**src/rtl/serial_adder.sv**
```systemverilog
// Multi-cycle adder/subtractor: STEP-bit ripple slice per clock, carry held between slices,
// valid/ready handshakes on both sides.
module serial_adder #(
    parameter int unsigned WIDTH = 8,
    parameter int unsigned STEP  = 1
) (
    input  logic             clk,
    input  logic             rst_n,
    input  logic             in_valid,
    output logic             in_ready,
    input  logic [WIDTH-1:0] a,
    input  logic [WIDTH-1:0] b,
    input  logic             cin,
    input  logic             sub,
    output logic             out_valid,
    input  logic             out_ready,
    output logic [WIDTH-1:0] sum,
    output logic             carry,
    output logic             overflow,
    output logic             busy
);
    localparam int unsigned N  = WIDTH / STEP;
    localparam int unsigned CW = (N > 1) ? $clog2(N) : 1;

    typedef enum logic [1:0] {IDLE, RUN, DONE} state_t;

    state_t           state_q;
    logic [WIDTH-1:0] a_q;
    logic [WIDTH-1:0] b_q;
    logic [WIDTH-1:0] acc_q;
    logic [WIDTH-1:0] acc_d;
    logic [WIDTH-1:0] sum_q;
    logic [CW-1:0]    cnt_q;
    logic             c_q;
    logic             carry_q;
    logic             ovf_q;
    logic [STEP-1:0]  slice_s;
    logic             slice_co;
    logic             c_msb;
    logic             last;

    // c_msb ends up as the carry into the top bit of the slice, needed for overflow.
    always_comb begin
        logic c;
        c       = c_q;
        c_msb   = c_q;
        slice_s = '0;
        for (int unsigned i = 0; i < STEP; i++) begin
            c_msb      = c;
            slice_s[i] = a_q[i] ^ b_q[i] ^ c;
            c          = (a_q[i] & b_q[i]) | (c & (a_q[i] ^ b_q[i]));
        end
        slice_co = c;
    end

    // Sum assembles LSB-first: new slice enters at the top, shifting the rest down.
    assign acc_d = WIDTH'({slice_s, acc_q} >> STEP);
    assign last  = (cnt_q == CW'(N - 1));

    always_ff @(posedge clk or negedge rst_n) begin
        if (!rst_n) begin
            state_q <= IDLE;
            a_q     <= '0;
            b_q     <= '0;
            acc_q   <= '0;
            cnt_q   <= '0;
            c_q     <= 1'b0;
            sum_q   <= '0;
            carry_q <= 1'b0;
            ovf_q   <= 1'b0;
        end else begin
            case (state_q)
                IDLE: begin
                    if (in_valid) begin
                        a_q     <= a;
                        b_q     <= sub ? ~b : b;
                        c_q     <= sub | cin;
                        acc_q   <= '0;
                        cnt_q   <= '0;
                        state_q <= RUN;
                    end
                end
                RUN: begin
                    a_q   <= a_q >> STEP;
                    b_q   <= b_q >> STEP;
                    acc_q <= acc_d;
                    c_q   <= slice_co;
                    cnt_q <= cnt_q + CW'(1);
                    if (last) begin
                        sum_q   <= acc_d;
                        carry_q <= slice_co;
                        ovf_q   <= c_msb ^ slice_co;
                        state_q <= DONE;
                    end
                end
                DONE: begin
                    if (out_ready) begin
                        state_q <= IDLE;
                    end
                end
                default: state_q <= IDLE;
            endcase
        end
    end

    assign in_ready  = (state_q == IDLE);
    assign busy      = (state_q == RUN);
    assign out_valid = (state_q == DONE);
    assign sum       = sum_q;
    assign carry     = carry_q;
    assign overflow  = ovf_q;

endmodule

```
**config.mk**
```make
export PLATFORM = sky130hd
export DESIGN_NAME = serial_adder
export DESIGN_NICKNAME = d
export VERILOG_FILES = /design/src/rtl/serial_adder.sv
export SDC_FILE = /design/constraint.sdc
export NUM_CORES = 1
export LEC_CHECK = 0
export ABC_AREA = 1
export ABC_CLOCK_PERIOD_IN_PS = 2100
export CAP_MARGIN = 10
export CELL_PAD_IN_SITES_DETAIL_PLACEMENT = 1
export CELL_PAD_IN_SITES_GLOBAL_PLACEMENT = 2
export CORE_MARGIN = 2
export CORE_UTILIZATION = 33
export DETAILED_ROUTE_END_ITERATION = 12
export HOLD_SLACK_MARGIN = 0.1
export PLACE_DENSITY_LB_ADDON = 0.25
export SLEW_MARGIN = 15
export SYNTH_ARGS = -nofsm -noshare
export SYNTH_HDL_FRONTEND = slang
export SYNTH_SLANG_ARGS = --single-unit
```
**constraint.sdc**
```tcl
create_clock -name clk -period 2.1 [get_ports clk]
set_input_delay 0.21 -clock clk [delete_from_list [all_inputs] [get_ports clk]]
set_output_delay 0.21 -clock clk [all_outputs]
set_load 0.03 [all_outputs]
```
==> report_table.html, run 1 <==
<table>
<tr><th>Metric</th><th>Value</th></tr>
<tr><th colspan="2">Status</th></tr>
<tr><td>Outcome</td><td>finished clean</td></tr>
<tr><th colspan="2">Timing</th></tr>
<tr><td>Headroom to the max-slew limit</td><td>71.6%</td></tr>
<tr><td>Slew of the pin with the lowest slew margin</td><td>425 ps</td></tr>
<tr><td>Portion of the clock cycle consumed by the worst path in the final layout</td><td>89.1%</td></tr>
<tr><td>Layout Skew</td><td>9.74 ps</td></tr>
<tr><td>Final count of pins violating max slew</td><td>0</td></tr>
<tr><td>Final Hold Violating Endpoints</td><td>0</td></tr>
<tr><td>Setup violations, final</td><td>0</td></tr>
<tr><td>Period minus WS final</td><td>between 1500 and 2000 ps</td></tr>
<tr><td>Final total negative setup slack</td><td>0 ps</td></tr>
<tr><td>Setup repair after global routing missed its margin</td><td>false</td></tr>
<tr><td>Fmax</td><td>around 0.53 GHz</td></tr>
<tr><th colspan="2">Drt</th></tr>
<tr><td>Via count</td><td>around 1600</td></tr>
<tr><td>Average vias per placed instance</td><td>4.76</td></tr>
<tr><td>Count of nets left with antenna violations after detail routing</td><td>0</td></tr>
<tr><td>Aggregate routed wire length</td><td>around 4400 um</td></tr>
<tr><td>Detail-routed net length per standard cell</td><td>~13 um</td></tr>
<tr><td>1st-iter DRT viols</td><td>69</td></tr>
<tr><td>DRC viols</td><td>0</td></tr>
<tr><td>DR pass1 iterations</td><td>4</td></tr>
<tr><th colspan="2">Clocking</th></tr>
<tr><td>CTS clock-pin slew for the worst setup and hold paths</td><td>80 ps</td></tr>
<tr><td>Clock tree from TritonCTS</td><td>built</td></tr>
<tr><td>Clk buf depth</td><td>2</td></tr>
<tr><td>Cell at the root of the clock tree</td><td>sky130_fd_sc_hd__clkbuf_8</td></tr>
<tr><td>Clock Sinks</td><td>39</td></tr>
<tr><td>H-tree Lvls</td><td>2</td></tr>
<tr><td>Clk_lat worst skew</td><td>290 ps</td></tr>
<tr><td>Number of buffers created by CTS</td><td>5</td></tr>
<tr><th colspan="2">Cells and area</th></tr>
<tr><td>Post-route insts no fill</td><td>329</td></tr>
<tr><td>Final Util</td><td>43.8%</td></tr>
<tr><td>Area taken by multi-input logic gates</td><td>about 740 um^2</td></tr>
<tr><td>Register area</td><td>976 um^2</td></tr>
<tr><td>Commonest cells after routing, fill and taps aside</td><td>sky130_fd_sc_hd__nand2_1 (69), sky130_fd_sc_hd__nand3_1 (50), sky130_fd_sc_hd__dfrtp_1 (39), sky130_fd_sc_hd__clkdlybuf4s50_1 (33), sky130_fd_sc_hd__inv_1 (17)</td></tr>
<tr><td>Most common cell after layout, fill and taps aside</td><td>sky130_fd_sc_hd__nand2_1</td></tr>
<tr><td>Share of final-layout standard cells stronger than drive strength 1</td><td>between 10% and 20%</td></tr>
<tr><td>Count of nets after finishing</td><td>281</td></tr>
<tr><td>Layout fillers</td><td>664</td></tr>
<tr><td>Layout Area Growth over Synthesis</td><td>27.8%</td></tr>
<tr><td>Diode count</td><td>0</td></tr>
<tr><th colspan="2">Power</th></tr>
<tr><td>Cell-internal power</td><td>2.04 mW</td></tr>
<tr><td>Net Sw Power</td><td>1.25 mW</td></tr>
<tr><td>Combinational share of power</td><td>39.5%</td></tr>
<tr><td>Total power density per cell area</td><td>1360 nW/um^2</td></tr>
<tr><td>Proportion of total power due to net switching</td><td>between 30% and 40%</td></tr>
<tr><td>Leakage power of the design</td><td>around 1.2 nW</td></tr>
<tr><td>Reg power frac</td><td>37.8%</td></tr>
<tr><td>Part of the power in the clock network</td><td>22.7%</td></tr>
<tr><td>Peak VDD IR</td><td>0.000421 V</td></tr>
<tr><th colspan="2">Synth</th></tr>
<tr><td>Post-Syn Nets</td><td>244</td></tr>
<tr><td>Register area share after synthesis</td><td>51.8%</td></tr>
<tr><td>FF+latch count, synth</td><td>39</td></tr>
<tr><td>Number of distinct library cells after synthesis</td><td>20</td></tr>
<tr><td>Count of warnings emitted by yosys</td><td>0</td></tr>
<tr><td>Syn Inst Count</td><td>219</td></tr>
<tr><td>Netlist Area Pre-Place</td><td>1890 um^2</td></tr>
<tr><td>Syn_area_per_cell</td><td>between 8 and 9 um^2</td></tr>
<tr><th colspan="2">Floorplan</th></tr>
<tr><td>Placement row count</td><td>27</td></tr>
<tr><td>Area of the die</td><td>6330 um^2</td></tr>
<tr><td>Area of the placeable core</td><td>roughly 5500 um^2</td></tr>
<tr><td>Die height</td><td>between 70 and 80 um</td></tr>
<tr><td>Starting utilization of the core area</td><td>34.2%</td></tr>
<tr><td>IO Count</td><td>35</td></tr>
<tr><td>Die width</td><td>79.6 um</td></tr>
<tr><th colspan="2">Placed design</th></tr>
<tr><td>Placer Congestion</td><td>0.693</td></tr>
<tr><td>Post-Place Cells</td><td>320</td></tr>
<tr><td>Port Buffer Count</td><td>34</td></tr>
<tr><td>Placed wire-length estimate after detailed placement</td><td>around 3000 um</td></tr>
<tr><th colspan="2">Worst setup path</th></tr>
<tr><td>WP data arrival</td><td>roughly 1700 ps</td></tr>
<tr><td>Crit Path Max Fanout</td><td>4</td></tr>
<tr><td>CP startpoint kind</td><td>register</td></tr>
<tr><td>Setup Crit Path Kind</td><td>reg -&gt; out</td></tr>
<tr><td>Minimum setup slack among reg-to-reg paths</td><td>approximately 520 ps</td></tr>
<tr><td>Data required time at the worst endpoint</td><td>around 1900 ps</td></tr>
<tr><td>Worst Reg2Reg Path Length in Cells</td><td>6</td></tr>
<tr><td>Kind of end point of the critical path</td><td>output port</td></tr>
<tr><th colspan="2">GRT</th></tr>
<tr><td>Wire length of the first global-routing pass</td><td>~7600 um</td></tr>
<tr><td>Total overflow reported by the global router</td><td>0</td></tr>
<tr><td>Overall fraction of global-route tracks in use</td><td>15.5%</td></tr>
<tr><td>Maximum number of pins on one net before global-route repair</td><td>30</td></tr>
<tr><td>Number of global-route vias before repair</td><td>roughly 1500</td></tr>
<tr><td>Antenna violations before repair</td><td>0</td></tr>
<tr><th colspan="2">Hold path</th></tr>
<tr><td>Worst min path class</td><td>in -&gt; async</td></tr>
<tr><th colspan="2">Flow run</th></tr>
<tr><td>Number of max-cap violations</td><td>0</td></tr>
</table>
[final cells by class]
class | instances | area share, %
Multi-Input combinational cell | 149 | 30.8
Tap cell | 72 | 3.74
Clock buffer | 6 | 3.01
Clock inverter | 2 | 2.49
Timing Repair Buffer | 42 | 16.5
Sequential cell | 39 | 40.5
Inverter | 19 | 2.96
[synth_stat cells]
cell,n,area [um^2]
sky130_fd_sc_hd__fa_1,1,20.0
sky130_fd_sc_hd__xor2_1,2,17.5
sky130_fd_sc_hd__inv_1,17,63.8
sky130_fd_sc_hd__nor2_1,2,7.51
sky130_fd_sc_hd__buf_4,3,22.5
sky130_fd_sc_hd__o21ai_2,6,52.6
sky130_fd_sc_hd__buf_6,3,33.8
sky130_fd_sc_hd__nor2_4,2,22.5
sky130_fd_sc_hd__nor2_2,1,6.26
sky130_fd_sc_hd__nand2_1,69,259
sky130_fd_sc_hd__nand2_2,2,12.5
sky130_fd_sc_hd__ha_1,2,25.0
sky130_fd_sc_hd__nand2_4,1,11.3
sky130_fd_sc_hd__o31ai_1,1,7.51
sky130_fd_sc_hd__buf_8,1,15.0
sky130_fd_sc_hd__dfrtp_1,39,976
sky130_fd_sc_hd__nand3_1,50,250
sky130_fd_sc_hd__o21ai_0,10,50.1
sky130_fd_sc_hd__inv_2,2,7.51
sky130_fd_sc_hd__buf_2,5,25.0
[per-layer routing]
metal	global-route usage [%]	part of all wire, %
met5	0	0
met4	4.14	1.1
met3	3.85	3.1
met2	24.8	49
met1	21.0	46
[final timing paths]
path | start | to
min reg2reg | acc_q[1] | sum[0]
max reg2reg | state_q[0] | sum[7]
min in group clk | a[7] | a_q[7]
max in group asynchronous | rst_n | cnt_q[0]
max | state_q[1] | out_valid
min | rst_n | sum[4]
[power by group through the flow]
| stage | Combinational [mW] | Sequential [mW] | Clock (mW) |
|---|---|---|---|
| 3_5_place_dp | 1.32 | 1.26 | 0 |
| 2_1_floorplan | 0.793 | 1.35 | 0 |
| 5_1_grt | 1.49 | 1.29 | 0.792 |
| 6_report | 1.30 | 1.24 | 0.745 |
| 4_1_cts | 1.33 | 1.25 | 0.763 |
| 3_3_place_gp | 1.30 | 1.24 | 0 |
[repair_timing]
action | in CTS | in global routing
endpoints found under the hold margin | 12 | 0
buffers inserted | 0 | 0
hold buffers | 1 | 0
resized for setup | 0 | 0
[state kept, by name (all words and copies together) (netlist names)]
name      flops
b_q           8
carry         1
c_msb         1
sum           8
acc_q         7
a_q           8
cnt_q         3
overflow      1
state_q       2
[critical path, cell delays in order, from the launching register on]
cell	delay (ps)
sky130_fd_sc_hd__dfrtp_1	440
sky130_fd_sc_hd__inv_2	100
sky130_fd_sc_hd__nor2_1	140
sky130_fd_sc_hd__clkdlybuf4s50_1	690
[cells by family (layout without fill, tap and decap cells)]
kind of cell	count (synthesis)	after routing	share of synthesized area, %
simple gates	127	127	30.2
flops	39	39	51.8
buf+inv	31	69	8.89
compound gates	17	17	5.84
fa+ha+maj	3	3	2.39
xor+xnor	2	2	0.929
[stage by stage]
stage / instance area [um^2] / hold slack [ps] / worst slack (ps) / power, mW
CTS: 2410 / 337 / 209 / 3.34
global route: 2410 / 349 / 154 / 3.57
finish: 2410 / 329 / 229 / 3.29
detailed placement: 2270 / 119 / 501 / 2.57
global placement: 2270 / 120 / 549 / 2.54
floorplan: 1890 / -85.6 / 866 / 2.15
Note: power is estimated with default switching activity, not from simulation.
==> run 2, diff against run 1 <==
--- a/config.mk
+++ b/config.mk
@@ -6,12 +6,12 @@
 export NUM_CORES = 1
 export LEC_CHECK = 0
 export ABC_AREA = 1
-export ABC_CLOCK_PERIOD_IN_PS = 2100
+export ABC_CLOCK_PERIOD_IN_PS = 1600
 export CAP_MARGIN = 10
 export CELL_PAD_IN_SITES_DETAIL_PLACEMENT = 1
 export CELL_PAD_IN_SITES_GLOBAL_PLACEMENT = 2
 export CORE_MARGIN = 2
-export CORE_UTILIZATION = 33
+export CORE_UTILIZATION = 28
 export DETAILED_ROUTE_END_ITERATION = 12
 export HOLD_SLACK_MARGIN = 0.1
 export PLACE_DENSITY_LB_ADDON = 0.25
==> constraint.sdc (replaced) <==
create_clock -name clk -period 1.6 [get_ports clk]
set_input_delay 0.16 -clock clk [delete_from_list [all_inputs] [get_ports clk]]
set_output_delay 0.16 -clock clk [all_outputs]
set_load 0.03 [all_outputs]
==> run 2 against run 1 <==
Against the previous run: via count is 1.7% lower; wire length shrank 2.8%; final area increased by 0.62%; non-clock buffer count grew 4; critical endpoint is now sum[7].
==> report_table.html, run 2 (synthesis results as in run 1) <==
<table>
<tr><th>Metric</th><th>Value</th></tr>
<tr><th colspan="2">Clocking</th></tr>
<tr><td>Clock Sinks</td><td>39 (unchanged)</td></tr>
<tr><td>Cell at the root of the clock tree</td><td>sky130_fd_sc_hd__clkbuf_8</td></tr>
<tr><td>CTS clock-pin slew for the worst setup and hold paths</td><td>80 ps (about the same)</td></tr>
<tr><td>Clk buf depth</td><td>2 (unchanged)</td></tr>
<tr><td>Number of buffers inserted by post-CTS setup repair</td><td>0 (unchanged)</td></tr>
<tr><td>Number of buffers created by CTS</td><td>5 (unchanged)</td></tr>
<tr><td>Clock tree from TritonCTS</td><td>built</td></tr>
<tr><td>H-tree Lvls</td><td>2 (unchanged)</td></tr>
<tr><td>Clk_lat worst skew</td><td>280 ps (about the same)</td></tr>
<tr><th colspan="2">Timing</th></tr>
<tr><td>Slew of the pin with the lowest slew margin</td><td>461 ps (+35.7 ps)</td></tr>
<tr><td>Portion of the clock cycle consumed by the worst path in the final layout</td><td>92.0%</td></tr>
<tr><td>Final setup margin</td><td>127 ps (-102 ps)</td></tr>
<tr><td>Final count of pins violating max slew</td><td>0 (unchanged)</td></tr>
<tr><td>Period minus WS final</td><td>1470 ps</td></tr>
<tr><td>Setup repair after global routing missed its margin</td><td>false</td></tr>
<tr><td>Final total negative setup slack</td><td>0 ps (unchanged)</td></tr>
<tr><td>Worst hold slack</td><td>352 ps (+23.3 ps)</td></tr>
<tr><td>Layout Skew</td><td>5.60 ps (-4.14 ps)</td></tr>
<tr><td>Final Hold Violating Endpoints</td><td>0 (unchanged)</td></tr>
<tr><td>Setup violations, final</td><td>0 (unchanged)</td></tr>
<tr><td>Fmax</td><td>0.679 GHz</td></tr>
<tr><td>Headroom to the max-slew limit</td><td>69.3% (-2.3 points)</td></tr>
<tr><th colspan="2">Floorplan</th></tr>
<tr><td>Die width</td><td>86.1 um (+8.1%)</td></tr>
<tr><td>Area of the placeable core</td><td>6420 um^2 (+17%)</td></tr>
<tr><td>Area of the die</td><td>7410 um^2 (+17%)</td></tr>
<tr><td>Die height</td><td>86.1 um (+8.1%)</td></tr>
<tr><td>IO Count</td><td>35 (unchanged)</td></tr>
<tr><td>Starting utilization of the core area</td><td>29.4% (-4.9 points)</td></tr>
<tr><td>Placement row count</td><td>29 (+7.4%)</td></tr>
<tr><th colspan="2">Worst setup path</th></tr>
<tr><td>Startpoint of the most critical register-to-register path</td><td>cnt_q[0]</td></tr>
<tr><td>Minimum setup slack among reg-to-reg paths</td><td>210 ps (-310 ps)</td></tr>
<tr><td>Number of cells on the critical path</td><td>1 (-2)</td></tr>
<tr><td>Cell family with the largest share of critical-path delay</td><td>buffers and inverters</td></tr>
<tr><td>Endpoint of the worst-slack reg-to-reg timing path</td><td>sum[6]</td></tr>
<tr><td>WP data arrival</td><td>1310 ps (-350 ps)</td></tr>
<tr><td>CP startpoint kind</td><td>register</td></tr>
<tr><td>Crit Path Max Fanout</td><td>2 (-2)</td></tr>
<tr><td>Setup Crit Path Kind</td><td>reg -&gt; out</td></tr>
<tr><td>Worst Path Buf+Inv</td><td>1 (-1)</td></tr>
<tr><td>Data required time at the worst endpoint</td><td>1440 ps (-450 ps)</td></tr>
<tr><td>Ordered cell list for the critical path</td><td>clkdlybuf4s50_1</td></tr>
<tr><td>Critical-path cell with the highest stage delay</td><td>sky130_fd_sc_hd__clkdlybuf4s50_1</td></tr>
<tr><td>Setup crit start</td><td>sum[7]</td></tr>
<tr><td>Worst Reg2Reg Path Length in Cells</td><td>5 (-1)</td></tr>
<tr><td>Termination of the worst setup path</td><td>sum[7]</td></tr>
<tr><td>Delay contributed by the slowest stage of the critical path</td><td>670 ps (-20 ps)</td></tr>
<tr><td>Kind of end point of the critical path</td><td>output port</td></tr>
<tr><th colspan="2">Placed design</th></tr>
<tr><td>Port Buffer Count</td><td>34 (unchanged)</td></tr>
<tr><td>Placed wire-length estimate after detailed placement</td><td>3120 um (+3.5%)</td></tr>
<tr><td>Placer Congestion</td><td>0.695 (+0.23%)</td></tr>
<tr><td>Place WS</td><td>185 ps (-316 ps)</td></tr>
<tr><th colspan="2">Drt</th></tr>
<tr><td>Via count</td><td>1538 (-1.7%)</td></tr>
<tr><td>Aggregate routed wire length</td><td>4240 um (-2.8%)</td></tr>
<tr><td>Count of nets left with antenna violations after detail routing</td><td>0 (unchanged)</td></tr>
<tr><td>DR pass1 iterations</td><td>4 (unchanged)</td></tr>
<tr><td>Detail-routed net length per standard cell</td><td>12.6 um (-5.1%)</td></tr>
<tr><td>Average vias per placed instance</td><td>4.56 (-4.1%)</td></tr>
<tr><td>DRC viols</td><td>0 (unchanged)</td></tr>
<tr><td>1st-iter DRT viols</td><td>40 (-42%)</td></tr>
<tr><th colspan="2">Cells and area</th></tr>
<tr><td>Layout fillers</td><td>760 (+14%)</td></tr>
<tr><td>Share of final-layout standard cells stronger than drive strength 1</td><td>13.5% (+2.2 points)</td></tr>
<tr><td>Layout Area Growth over Synthesis</td><td>28.6%</td></tr>
<tr><td>Count of nets after finishing</td><td>285 (+1.4%)</td></tr>
<tr><td>Most common cell after layout, fill and taps aside</td><td>sky130_fd_sc_hd__nand2_1</td></tr>
<tr><td>Diode count</td><td>0 (unchanged)</td></tr>
<tr><td>Commonest cells after routing, fill and taps aside</td><td>sky130_fd_sc_hd__nand2_1 (69), sky130_fd_sc_hd__nand3_1 (50), sky130_fd_sc_hd__dfrtp_1 (39), sky130_fd_sc_hd__clkdlybuf4s50_1 (30), sky130_fd_sc_hd__inv_1 (17)</td></tr>
<tr><td>Final Util</td><td>37.8% (-6.0 points)</td></tr>
<tr><th colspan="2">GRT</th></tr>
<tr><td>Antenna violations before repair</td><td>0 (unchanged)</td></tr>
<tr><td>Busiest layer in global routing</td><td>met2</td></tr>
<tr><td>Overall fraction of global-route tracks in use</td><td>13.0% (-2.5 points)</td></tr>
<tr><td>Met2 capacity usage during global routing</td><td>20.1% (-4.7 points)</td></tr>
<tr><td>Maximum number of pins on one net before global-route repair</td><td>23 (-23%)</td></tr>
<tr><td>Number of global-route vias before repair</td><td>1606 (+5.4%)</td></tr>
<tr><td>Total overflow reported by the global router</td><td>0 (unchanged)</td></tr>
<tr><td>Met1 Use GR</td><td>17.9% (-3.0 points)</td></tr>
<tr><td>GR Util met3</td><td>3.56% (-0.29 points)</td></tr>
<tr><td>Wire length of the first global-routing pass</td><td>7590 um (-0.63%)</td></tr>
<tr><th colspan="2">Hold path</th></tr>
<tr><td>Worst min path class</td><td>in -&gt; async</td></tr>
<tr><th colspan="2">Flow run</th></tr>
<tr><td>Number of max-cap violations</td><td>0 (unchanged)</td></tr>
<tr><th colspan="2">Power</th></tr>
<tr><td>Leakage power of the design</td><td>1.19 nW (+1.4%)</td></tr>
<tr><td>Total chip power</td><td>4.07 mW (+24%)</td></tr>
<tr><td>Peak VDD IR</td><td>0.000534 V (+27%)</td></tr>
<tr><td>Total power density per cell area</td><td>1680 nW/um^2 (+23%)</td></tr>
<tr><th colspan="2">Status</th></tr>
<tr><td>Outcome</td><td>finished clean</td></tr>
</table>
==> run 2: worst register-to-register path, delay by kind of cell, from the launching register on <==
| family | cells | cell delay [ps] |
|---|---|---|
| AND/OR/NAND/NOR | 2 | 430 |
| flip-flops | 1 | 400 |
| adder cells (fa/ha/maj) | 2 | 410 |
| AO/OA/AOI/OAI | 1 | 80 |
==> run 2: repair_timing <==
action | in CTS | in global routing
setup endpoints to repair | 1 | 1
hold buffers | 1 | 0
hold endpoints to repair | 17 | 0
resized for setup | 1 | 1
==> run 2: metal layers <==
layer	wire length, um	vias up
met2	1910	33
met4	23	0
met3	172	2
met1	2140	724
met5	0	-
li1	-	779
==> run 2: how the worst min path moves through the flow <==
| stage | depth (start not counted) | endpoint |
|---|---|---|
| 3_5_place_dp | 1 | sum[5] |
| 4_1_cts | 2 | sum[5] |
| 5_1_grt | 2 | sum[5] |
| 6_report | 2 | sum[5] |
| 2_1_floorplan | 0 | a_q[0] |
| 3_3_place_gp | 1 | sum[5] |
==> run 2: power breakdown <==
part	switching [mW]	internal, mW
clock	0.328	0.338
sequential	0.215	1.39
combinational	1.07	0.725
total	1.62	2.45
==> run 2: through the flow <==
step / instances / area, um^2
floorplan: 219 / 1890
global placement: 329 / 2320
detailed placement: 329 / 2320
CTS: 337 / 2420
global route: 337 / 2420
finish: 337 / 2420
==> run 2: area by class of cell <==
cell class	instances	area [um^2]	share of cell area, %
sequential	39	976	40.2
multi-input combinational	149	747	30.8
timing repair buffer	46	447	18.4
tap	77	96.3	3.97
clock buffer	6	82.6	3.41
inverter	19	71.3	2.94
clock inverter	1	5.00	0.206
==> run 3, diff against run 2 <==
--- a/config.mk
+++ b/config.mk
@@ -15,6 +15,7 @@
 export DETAILED_ROUTE_END_ITERATION = 12
 export HOLD_SLACK_MARGIN = 0.1
 export PLACE_DENSITY_LB_ADDON = 0.25
+export RECOVER_POWER = 25
 export SLEW_MARGIN = 15
 export SYNTH_ARGS = -nofsm -noshare
 export SYNTH_HDL_FRONTEND = slang
==> run 3 against run 2 <==
Against the previous run: non-clock buffer count is the same; worst hold slack gained 56 ps; first-iteration DRC count is the same; via count shrank 0.13%; clock power is essentially flat; sequential cell count is the same; setup slack is the same; critical endpoint unchanged; highest routed layer unchanged.
==> report_table.html, run 3 (synthesis results as in run 1) <==
<table>
<tr><th>Metric</th><th>Value</th></tr>
<tr><th colspan="2">Cells and area</th></tr>
<tr><td>Layout Area Growth over Synthesis</td><td>28.5% (about the same)</td></tr>
<tr><td>Commonest cells after routing, fill and taps aside</td><td>sky130_fd_sc_hd__nand2_1 (69), sky130_fd_sc_hd__nand3_1 (50), sky130_fd_sc_hd__dfrtp_1 (39), sky130_fd_sc_hd__clkdlybuf4s50_1 (30), sky130_fd_sc_hd__inv_1 (17)</td></tr>
<tr><td>Most common cell after layout, fill and taps aside</td><td>sky130_fd_sc_hd__nand2_1</td></tr>
<tr><td>Count of nets after finishing</td><td>285 (unchanged)</td></tr>
<tr><td>Share of final-layout standard cells stronger than drive strength 1</td><td>13.1% (-0.38 points)</td></tr>
<tr><td>Layout fillers</td><td>761 (+0.13%)</td></tr>
<tr><td>Area taken by multi-input logic gates</td><td>747 um^2 (unchanged)</td></tr>
<tr><td>Register area</td><td>976 um^2 (unchanged)</td></tr>
<tr><td>Diode count</td><td>0 (unchanged)</td></tr>
<tr><th colspan="2">Drt</th></tr>
<tr><td>Average vias per placed instance</td><td>4.56 (-0.13%)</td></tr>
<tr><td>Detail-routed net length per standard cell</td><td>12.6 um (unchanged)</td></tr>
<tr><td>Aggregate routed wire length</td><td>4240 um (unchanged)</td></tr>
<tr><td>DRC viols</td><td>0 (unchanged)</td></tr>
<tr><td>Via count</td><td>1536 (-0.13%)</td></tr>
<tr><td>1st-iter DRT viols</td><td>40 (unchanged)</td></tr>
<tr><td>DR pass1 iterations</td><td>4 (unchanged)</td></tr>
<tr><td>Count of nets left with antenna violations after detail routing</td><td>0 (unchanged)</td></tr>
<tr><th colspan="2">Power</th></tr>
<tr><td>Peak VDD IR</td><td>0.000534 V (about the same)</td></tr>
<tr><td>Total power density per cell area</td><td>1680 nW/um^2 (about the same)</td></tr>
<tr><td>Total chip power</td><td>4.07 mW (about the same)</td></tr>
<tr><td>Leakage power of the design</td><td>1.19 nW (-0.23%)</td></tr>
<tr><th colspan="2">Timing</th></tr>
<tr><td>Headroom to the max-slew limit</td><td>26.3% (-43 points)</td></tr>
<tr><td>Setup repair after global routing missed its margin</td><td>false</td></tr>
<tr><td>Final setup margin</td><td>127 ps (unchanged)</td></tr>
<tr><td>Final Hold Violating Endpoints</td><td>0 (unchanged)</td></tr>
<tr><td>Final total negative setup slack</td><td>0 ps (unchanged)</td></tr>
<tr><td>Portion of the clock cycle consumed by the worst path in the final layout</td><td>92.0% (unchanged)</td></tr>
<tr><td>Worst hold slack</td><td>408 ps (+55.7 ps)</td></tr>
<tr><td>Fmax</td><td>0.679 GHz (unchanged)</td></tr>
<tr><td>Setup violations, final</td><td>0 (unchanged)</td></tr>
<tr><td>Layout Skew</td><td>5.60 ps (unchanged)</td></tr>
<tr><td>Final count of pins violating max slew</td><td>0 (unchanged)</td></tr>
<tr><td>Slew of the pin with the lowest slew margin</td><td>1100 ps (+644 ps)</td></tr>
<tr><td>Period minus WS final</td><td>1470 ps (unchanged)</td></tr>
<tr><th colspan="2">Clocking</th></tr>
<tr><td>H-tree Lvls</td><td>2 (unchanged)</td></tr>
<tr><td>Clk_lat worst skew</td><td>280 ps (about the same)</td></tr>
<tr><td>Clk buf depth</td><td>2 (unchanged)</td></tr>
<tr><td>Clock Sinks</td><td>39 (unchanged)</td></tr>
<tr><td>Clock tree from TritonCTS</td><td>built</td></tr>
<tr><td>Number of buffers created by CTS</td><td>5 (unchanged)</td></tr>
<tr><td>CTS clock-pin slew for the worst setup and hold paths</td><td>80 ps (about the same)</td></tr>
<tr><td>Cell at the root of the clock tree</td><td>sky130_fd_sc_hd__clkbuf_8</td></tr>
<tr><th colspan="2">GRT</th></tr>
<tr><td>Overall fraction of global-route tracks in use</td><td>13.0% (unchanged)</td></tr>
<tr><td>Antenna violations before repair</td><td>0 (unchanged)</td></tr>
<tr><td>Maximum number of pins on one net before global-route repair</td><td>23 (unchanged)</td></tr>
<tr><td>Number of global-route vias before repair</td><td>1606 (unchanged)</td></tr>
<tr><td>Total overflow reported by the global router</td><td>0 (unchanged)</td></tr>
<tr><td>Wire length of the first global-routing pass</td><td>7590 um (unchanged)</td></tr>
<tr><th colspan="2">Worst setup path</th></tr>
<tr><td>Worst Path Buf+Inv</td><td>1 (unchanged)</td></tr>
<tr><td>Ordered cell list for the critical path</td><td>clkdlybuf4s50_1</td></tr>
<tr><td>WP data arrival</td><td>1310 ps (about the same)</td></tr>
<tr><td>Data required time at the worst endpoint</td><td>1440 ps (about the same)</td></tr>
<tr><td>Critical-path cell with the highest stage delay</td><td>sky130_fd_sc_hd__clkdlybuf4s50_1</td></tr>
<tr><td>Kind of end point of the critical path</td><td>output port</td></tr>
<tr><td>Delay contributed by the slowest stage of the critical path</td><td>670 ps (about the same)</td></tr>
<tr><td>Cell family with the largest share of critical-path delay</td><td>buffers and inverters</td></tr>
<tr><td>Crit Path Max Fanout</td><td>2 (unchanged)</td></tr>
<tr><td>Setup Crit Path Kind</td><td>reg -&gt; out</td></tr>
<tr><td>CP startpoint kind</td><td>register</td></tr>
<tr><th colspan="2">Placed design</th></tr>
<tr><td>Placed wire-length estimate after detailed placement</td><td>3120 um (unchanged)</td></tr>
<tr><td>Placer Congestion</td><td>0.695 (unchanged)</td></tr>
<tr><td>Place WS</td><td>185 ps (unchanged)</td></tr>
<tr><td>Port Buffer Count</td><td>34 (unchanged)</td></tr>
<tr><th colspan="2">Floorplan</th></tr>
<tr><td>Area of the placeable core</td><td>6420 um^2 (unchanged)</td></tr>
<tr><td>Starting utilization of the core area</td><td>29.4% (unchanged)</td></tr>
<tr><td>Area of the die</td><td>7410 um^2 (unchanged)</td></tr>
<tr><td>Placement row count</td><td>29 (unchanged)</td></tr>
<tr><td>IO Count</td><td>35 (unchanged)</td></tr>
<tr><td>Die height</td><td>86.1 um (unchanged)</td></tr>
<tr><td>Die width</td><td>86.1 um (unchanged)</td></tr>
<tr><th colspan="2">Flow run</th></tr>
<tr><td>Number of max-cap violations</td><td>0 (unchanged)</td></tr>
<tr><th colspan="2">Hold path</th></tr>
<tr><td>Worst min path class</td><td>in -&gt; reg</td></tr>
<tr><th colspan="2">Status</th></tr>
<tr><td>Outcome</td><td>finished clean</td></tr>
</table>
run 3: cell types whose count changed in the layout (fill, tap and decap cells not counted), sizes merged:
cell and change:
clkbuf +1, buf -1
run 3: power by group:
| part | leakage, nW | total (mW) | switching [mW] | internal [mW] |
|---|---|---|---|---|
| Clock | 0.0470 | 0.666 | 0.328 | 0.338 |
| Sequential | 0.509 | 1.60 | 0.215 | 1.39 |
| Combinational | 0.632 | 1.80 | 1.07 | 0.725 |
| Total | 1.19 | 4.07 | 1.62 | 2.45 |
run 3: path summary, 6_finish.rpt:
kind                           from          to  slack, ps  depth (start not counted)
setup reg to reg           cnt_q[0]      sum[6]        210                          5
max in group asynchronous     rst_n  state_q[1]        320                          3
min in group asynchronous     rst_n      sum[5]        600                          2
hold reg to reg            acc_q[1]      sum[0]        470                          2
setup / recovery             sum[7]      sum[7]        130                          1
hold / removal                 a[7]      a_q[7]        410                          3
run 3: metal layers:
metal / vias to the layer above / share of wire, % / wire, um / track usage, %
li1: 778 / - / - / -
met1: 723 / 50 / 2140 / 17.9
met2: 33 / 45 / 1910 / 20.1
met3: 2 / 4.1 / 172 / 3.56
met4: 0 / 0.54 / 23 / 3.46
met5: - / 0 / 0 / 0
run 3: stage by stage:
stage	cells	utilization, %	cell area (um^2)
6_report	337	37.7	2420
5_1_grt	337	37.7	2420
4_1_cts	337	37.7	2420
3_5_place_dp	329	36.2	2320
3_3_place_gp	329	36.2	2320
2_1_floorplan	219	-	1890
run 3: what timing repair did:
item,in CTS,in global routing
endpoints found under the hold margin,17,0
hold buffers,1,0
buffers inserted,0,0
setup endpoints to repair,1,1
gates resized for setup,1,1
run 3: final cells by class:
type | instances | area share [%]
tap | 77 | 3.98
timing repair buffer | 46 | 18.4
multi-input combinational | 149 | 30.8
inverter | 19 | 2.94
clock inverter | 1 | 0.207
sequential | 39 | 40.3
clock buffer | 6 | 3.41
